--- src/rtl/decode_instr_queue_pkg.sv ---
// Shared decode-side definitions: word width, bubble encoding and
// the dispatch_take encoding used by fetch, decode and dispatch.
package decode_instr_queue_pkg;

    localparam int XLEN = 32;
    localparam logic [XLEN-1:0] NOP_WORD = '0;

    typedef logic [1:0] take_t;

    localparam take_t TAKE_NONE = 2'd0;
    localparam take_t TAKE_ONE  = 2'd1;
    localparam take_t TAKE_TWO  = 2'd2;

endpackage

--- src/rtl/decode_instr_queue_insn_ring_ram.sv ---
// Instruction ring storage: two write ports for the tail pair and two
// asynchronous read ports for the head pair. Contents are not reset.
module insn_ring_ram
    import decode_instr_queue_pkg::*;
#(
    parameter int DEPTH = 8,
    localparam int AW = $clog2(DEPTH)
) (
    input  logic            clk,
    input  logic            we0_i,
    input  logic [AW-1:0]   waddr0_i,
    input  logic [XLEN-1:0] wdata0_i,
    input  logic            we1_i,
    input  logic [AW-1:0]   waddr1_i,
    input  logic [XLEN-1:0] wdata1_i,
    input  logic [AW-1:0]   raddr0_i,
    output logic [XLEN-1:0] rdata0_o,
    input  logic [AW-1:0]   raddr1_i,
    output logic [XLEN-1:0] rdata1_o
);

    logic [XLEN-1:0] mem_q [DEPTH];

    // Write the accepted words; the two addresses never collide.
    always_ff @(posedge clk) begin
        if (we0_i) mem_q[waddr0_i] <= wdata0_i;
        if (we1_i) mem_q[waddr1_i] <= wdata1_i;
    end

    assign rdata0_o = mem_q[raddr0_i];
    assign rdata1_o = mem_q[raddr1_i];

endmodule

--- src/rtl/decode_instr_queue.sv ---
// Decode instruction queue: filters fetch bubbles, buffers the pair
// stream in order, and offers the two oldest entries to dispatch.
module decode_instr_queue
    import decode_instr_queue_pkg::*;
#(
    parameter int DEPTH = 8,
    localparam int AW = $clog2(DEPTH),
    localparam int CW = AW + 1
) (
    input  logic            clk,
    input  logic            reset_n,
    input  logic [XLEN-1:0] in_instr1,
    input  logic [XLEN-1:0] in_instr2,
    output logic            fetch_stall,
    input  logic            flush,
    output logic            out_valid1,
    output logic [XLEN-1:0] out_instr1,
    output logic            out_valid2,
    output logic [XLEN-1:0] out_instr2,
    input  take_t           dispatch_take,
    output logic [CW-1:0]   count
);

    logic [AW-1:0]   head_q, head_d;
    logic [AW-1:0]   tail_q, tail_d;
    logic [CW-1:0]   count_q, count_d;
    logic [1:0]      vcnt;
    logic [1:0]      take_eff;
    logic [1:0]      enq_n;
    logic            acc, w1, w2;
    logic            we0, we1;
    logic [XLEN-1:0] wdata0;
    logic [XLEN-1:0] rdata0, rdata1;

    // Room for a full pair is needed before fetch may advance.
    assign fetch_stall = count_q > CW'(DEPTH - 2);

    assign vcnt     = (count_q >= CW'(2)) ? 2'd2 : count_q[1:0];
    assign take_eff = (dispatch_take > vcnt) ? vcnt : dispatch_take;

    assign acc   = !flush && !fetch_stall;
    assign w1    = in_instr1 != NOP_WORD;
    assign w2    = in_instr2 != NOP_WORD;
    assign enq_n = acc ? ({1'b0, w1} + {1'b0, w2}) : 2'd0;

    // A lone surviving word always lands at the tail slot.
    assign we0    = acc && (w1 || w2);
    assign we1    = acc && w1 && w2;
    assign wdata0 = w1 ? in_instr1 : in_instr2;

    // Next pointer/count state; a flush empties the queue outright.
    always_comb begin
        head_d  = head_q;
        tail_d  = tail_q;
        count_d = count_q;
        if (flush) begin
            head_d  = '0;
            tail_d  = '0;
            count_d = '0;
        end else begin
            head_d  = head_q + AW'(take_eff);
            tail_d  = tail_q + AW'(enq_n);
            count_d = count_q - CW'(take_eff) + CW'(enq_n);
        end
    end

    // Pointer and occupancy registers; reset beats everything else.
    always_ff @(posedge clk) begin
        if (!reset_n) begin
            head_q  <= '0;
            tail_q  <= '0;
            count_q <= '0;
        end else begin
            head_q  <= head_d;
            tail_q  <= tail_d;
            count_q <= count_d;
        end
    end

    // Dispatch must never take more than is currently offered.
    always_ff @(posedge clk) begin
        if (reset_n && !flush) begin
            assert (dispatch_take <= vcnt);
        end
    end

    insn_ring_ram #(.DEPTH(DEPTH)) u_ram (
        .clk      (clk),
        .we0_i    (we0),
        .waddr0_i (tail_q),
        .wdata0_i (wdata0),
        .we1_i    (we1),
        .waddr1_i (tail_q + AW'(1)),
        .wdata1_i (in_instr2),
        .raddr0_i (head_q),
        .rdata0_o (rdata0),
        .raddr1_i (head_q + AW'(1)),
        .rdata1_o (rdata1)
    );

    assign out_valid1 = count_q != '0;
    assign out_valid2 = count_q >= CW'(2);
    assign out_instr1 = out_valid1 ? rdata0 : NOP_WORD;
    assign out_instr2 = out_valid2 ? rdata1 : NOP_WORD;
    assign count      = count_q;

endmodule

--- config.mk ---
export PLATFORM = sky130hd
export DESIGN_NAME = decode_instr_queue
export DESIGN_NICKNAME = d
export VERILOG_FILES = /design/src/rtl/decode_instr_queue_pkg.sv /design/src/rtl/decode_instr_queue_insn_ring_ram.sv /design/src/rtl/decode_instr_queue.sv
export SDC_FILE = /design/constraint.sdc
export NUM_CORES = 1
export LEC_CHECK = 0
export CELL_PAD_IN_SITES_DETAIL_PLACEMENT = 1
export CELL_PAD_IN_SITES_GLOBAL_PLACEMENT = 2
export CORE_UTILIZATION = 44
export CTS_BUF_LIST = sky130_fd_sc_hd__clkbuf_16
export DETAILED_ROUTE_END_ITERATION = 12
export PLACE_DENSITY = 0.78
export SYNTH_ARGS = -nofsm -noshare
export SYNTH_HDL_FRONTEND = slang
export SYNTH_HIERARCHICAL = 1
export SYNTH_SLANG_ARGS = --single-unit
--- constraint.sdc ---
create_clock -name clk -period 5.2 [get_ports clk]
set_input_delay 1.04 -clock clk [delete_from_list [all_inputs] [get_ports clk]]
set_output_delay 1.04 -clock clk [all_outputs]
set_load 0.03 [all_outputs]
==> results.tsv <==
stage	metric	value	unit
setup_path	FF-to-FF End	u_ram/mem_q[1][20]$_DFFE_PP_	
sta	measured slew at the worst slew-check pin	0.9546	ns
cts	Clk pin slew, worst setup/hold paths	0.06	ns
logic_synthesis	distinct cell type count after synthesis	37	
pwr	Internal	0.005669	W
routing	via count	10420	
logic_synthesis	post-synthesis sequential area ratio	47.25	%
pwr	Seq pwr share	29.2	%
pwr	Clk pwr share	22.4	%
min_path	Worst Hold Class	reg -> reg	
setup_path	CP required	4.16	ns
routing	initial DRC count	800	
routing	vias per cell	6.178	
sta	Final Critical Period	4.449	ns
global_routing	first-pass GRT wire length	75070	um
setup_path	Max FO, Critical Path	23	
logic_synthesis	asr flop ratio synth	0	%
global_routing	largest net degree at the start of global routing	49	
cts	CTS tree	yes	
logic_synthesis	Yosys top cell area share	46.05	%
die	DIE AREA	38720	um^2
sta	Final Cycle Share	85.55	%
setup_path	CP endpoint kind	output pin	
layout	ant diodes	0	
sta	RSZ-0062 raised after global routing	no	
logic_synthesis	Syn Area/Cell	16.56	um^2
cts	postcts setup bufs	0	
setup_path	CP Class	reg -> out	
flow_run	Max-Cap Viols	0	
setup_path	Setup crit end	out_instr2[6]	
sta	FMAX	224.8	MHz
routing	Pre-antenna DRT Iters	4	
pwr	LEAKAGE	6.823	nW
cts	TritonCTS Buffers	30	
placement	I/O Buffers	139	
die	I/O pins	140	
logic_synthesis	mapped cell area	16690	um^2
routing	DR DRC count	0	
sta	Worst slew margin	36.12	%
logic_synthesis	top_reg_cell synth	edfxtp_1	
pwr	sw frac	36.69	%
cts	Clock Latency Late Sink	0.55	ns
die	Core Region	36960	um^2
cts	post-cts sizing count	0	
setup_path	crit path launch	head_q[2]$_SDFF_PP0_	
global_routing	antenna violations before repair	1	
die	Chip Height	196.8	um
pwr	pwr/cell area	451.4	nW/um^2
pwr	Tot Pwr	0.008954	W
routing	wire length per cell	30.22	um
die	initial core utilization	45.17	%
outcome	status	completed	
die	FP Rows	70	
logic_synthesis	Synth Instances	1008	
pwr	Logic pwr share	48.4	%
cts	Root Driver	clkbuf_16	
logic_synthesis	Ys Warns	6	
placement	DP Wirelength	32740	um
sta	Clock Skew	0.006243	ns
sta	Final Setup Violations	0	
routing	DRT antenna net count	0	
global_routing	global route overflow	0	
pwr	VDD IR max	0.0003900	V
cts	CTS max path bufs	3	
global_routing	vias in the first global route	11180	
sta	Fin Hold WS	0.6906	ns
logic_synthesis	Mapped Nets	1096	
sta	Slew Limit Fails	0	
setup_path	flop2flop setup slack	1.41	ns
logic_synthesis	Yosys reg bits	266	
logic_synthesis	Post-synth EDFFs	256	
sta	Setup TNS	0	ns
layout	nets	1251	
layout	layout cells sized above 1	41.59	%
pwr	switching power	0.003286	W
cts	total clock sinks	266	
layout	Synth-to-Final Area Change	18.83	%
setup_path	worst r2r src	count[3]$_SDFF_PP0_	
placement	GP Congestion	0.7981	
cts	Hold-fix buffers, CTS	0	
global_routing	gr usage total	26.55	%
die	die width	196.8	um
routing	final wirelength	50980	um
sta	final-report hold violation count	0	
logic_synthesis	top cell type by total area after synthesis	edfxtp_1	
setup_path	crit path DAT	3.41	ns
cts	H-tree depth	1	
logic_synthesis	synth top area cells	edfxtp_1 46%, mux2_2 21%, mux4_1 13%	
setup_path	Register-to-Register Path Depth	9	
setup_path	CP Launch Type	register	
-- Yosys cell counts (8+ instances only) --
library cell / n
clkbuf_1: 10
buf_6: 17
nor2b_1: 34
buf_4: 12
nor2_1: 12
nor4_1: 16
mux2_2: 318
dfxtp_1: 10
inv_1: 21
ha_1: 16
buf_1: 8
edfxtp_1: 256
a21o_1: 29
buf_2: 29
mux4_1: 80
mux4_2: 48
and2_1: 39
-- worst max-delay path: stages (launching register included) --
cell	delay, ns
dfxtp_2	0.84
xor2_4	0.22
buf_4	0.34
mux4_1	0.37
mux2_2	0.32
and2_1	0.15
clkdlybuf4s50_1	0.58
-- placed cells by master (no fill, tap or decap), types with 11 or more instances in the layout --
| cell | instances |
|---|---|
| mux2_2 | 318 |
| edfxtp_1 | 256 |
| clkdlybuf4s50_1 | 139 |
| mux4_1 | 80 |
| buf_4 | 52 |
| mux4_2 | 48 |
| and2_1 | 39 |
| nor2b_1 | 34 |
| clkbuf_16 | 31 |
| a21o_1 | 29 |
| inv_1 | 28 |
| nor4_1 | 16 |
| ha_1 | 15 |
| nor2_1 | 11 |
-- metal layers --
metal | track usage (%) | wire [um]
met5 | 0 | 0
met4 | 4.996 | 761
met3 | 3.012 | 2624
met2 | 46.30 | 25680
met1 | 35.99 | 21920
-- stage by stage --
step	std cells	util [%]	worst slack, ns	area (um^2)
4_1_cts	1687	53.67	0.6877	19840
3_3_place_gp	1635	51.19	0.5665	18920
3_5_place_dp	1635	51.19	0.4860	18920
2_1_floorplan	1008	-	0.5367	16690
5_1_grt	1687	53.67	0.6235	19840
6_report	1687	53.67	0.7512	19840
-- layout make-up --
type / count / area, um^2
fillers: 3457 / 17120
multi-input cells: 645 / 8374
flip-flops and latches: 266 / 7894
repair buffers: 199 / 1942
clock buffers: 31 / 775.7
well taps: 504 / 630.6
clock inverters: 21 / 140.1
inverters: 21 / 80.08
-- worst min path at each step --
| stage | cells after the start | slack [ns] | from | to |
|---|---|---|---|---|
| after CTS | 2 | 0.69 | tail_q[2]$_SDFF_PP0_ | tail_q[2]$_SDFF_PP0_ |
| after floorplan | 2 | 0.51 | head_q[2]$_SDFF_PP0_ | head_q[2]$_SDFF_PP0_ |
| after global placement | 2 | 0.65 | tail_q[2]$_SDFF_PP0_ | tail_q[2]$_SDFF_PP0_ |
| after detailed placement | 2 | 0.66 | tail_q[2]$_SDFF_PP0_ | tail_q[2]$_SDFF_PP0_ |
| final | 2 | 0.69 | tail_q[2]$_SDFF_PP0_ | tail_q[2]$_SDFF_PP0_ |
| after global routing | 2 | 0.72 | tail_q[2]$_SDFF_PP0_ | tail_q[2]$_SDFF_PP0_ |
-- sequential cells by signal (all words and copies together) (netlist names) --
signal       cells
u_ram/mem_q    256
tail_q           3
count            4
head_q           3
-- cells by family after synthesis --
kind of cell             synth area share, %
AO/OA/AOI/OAI                          1.979
XOR/XNOR                              0.3673
adder cells (fa/ha/maj)                1.559
buffers and inverters                  3.433
flip-flops                             47.25
multiplexers                           40.71
AND/OR/NAND/NOR                        4.699
-- power groups by stage --
stage                     clock network, W  logic (W)  registers [W]
after floorplan                          0    0.00274        0.00264
after detailed placement                 0    0.00435        0.00266
final                              0.00201    0.00433        0.00261
after CTS                          0.00204    0.00439        0.00262
after global routing               0.00212    0.00457        0.00263
after global placement                   0    0.00434        0.00265
(Power assumes the default switching activity.)
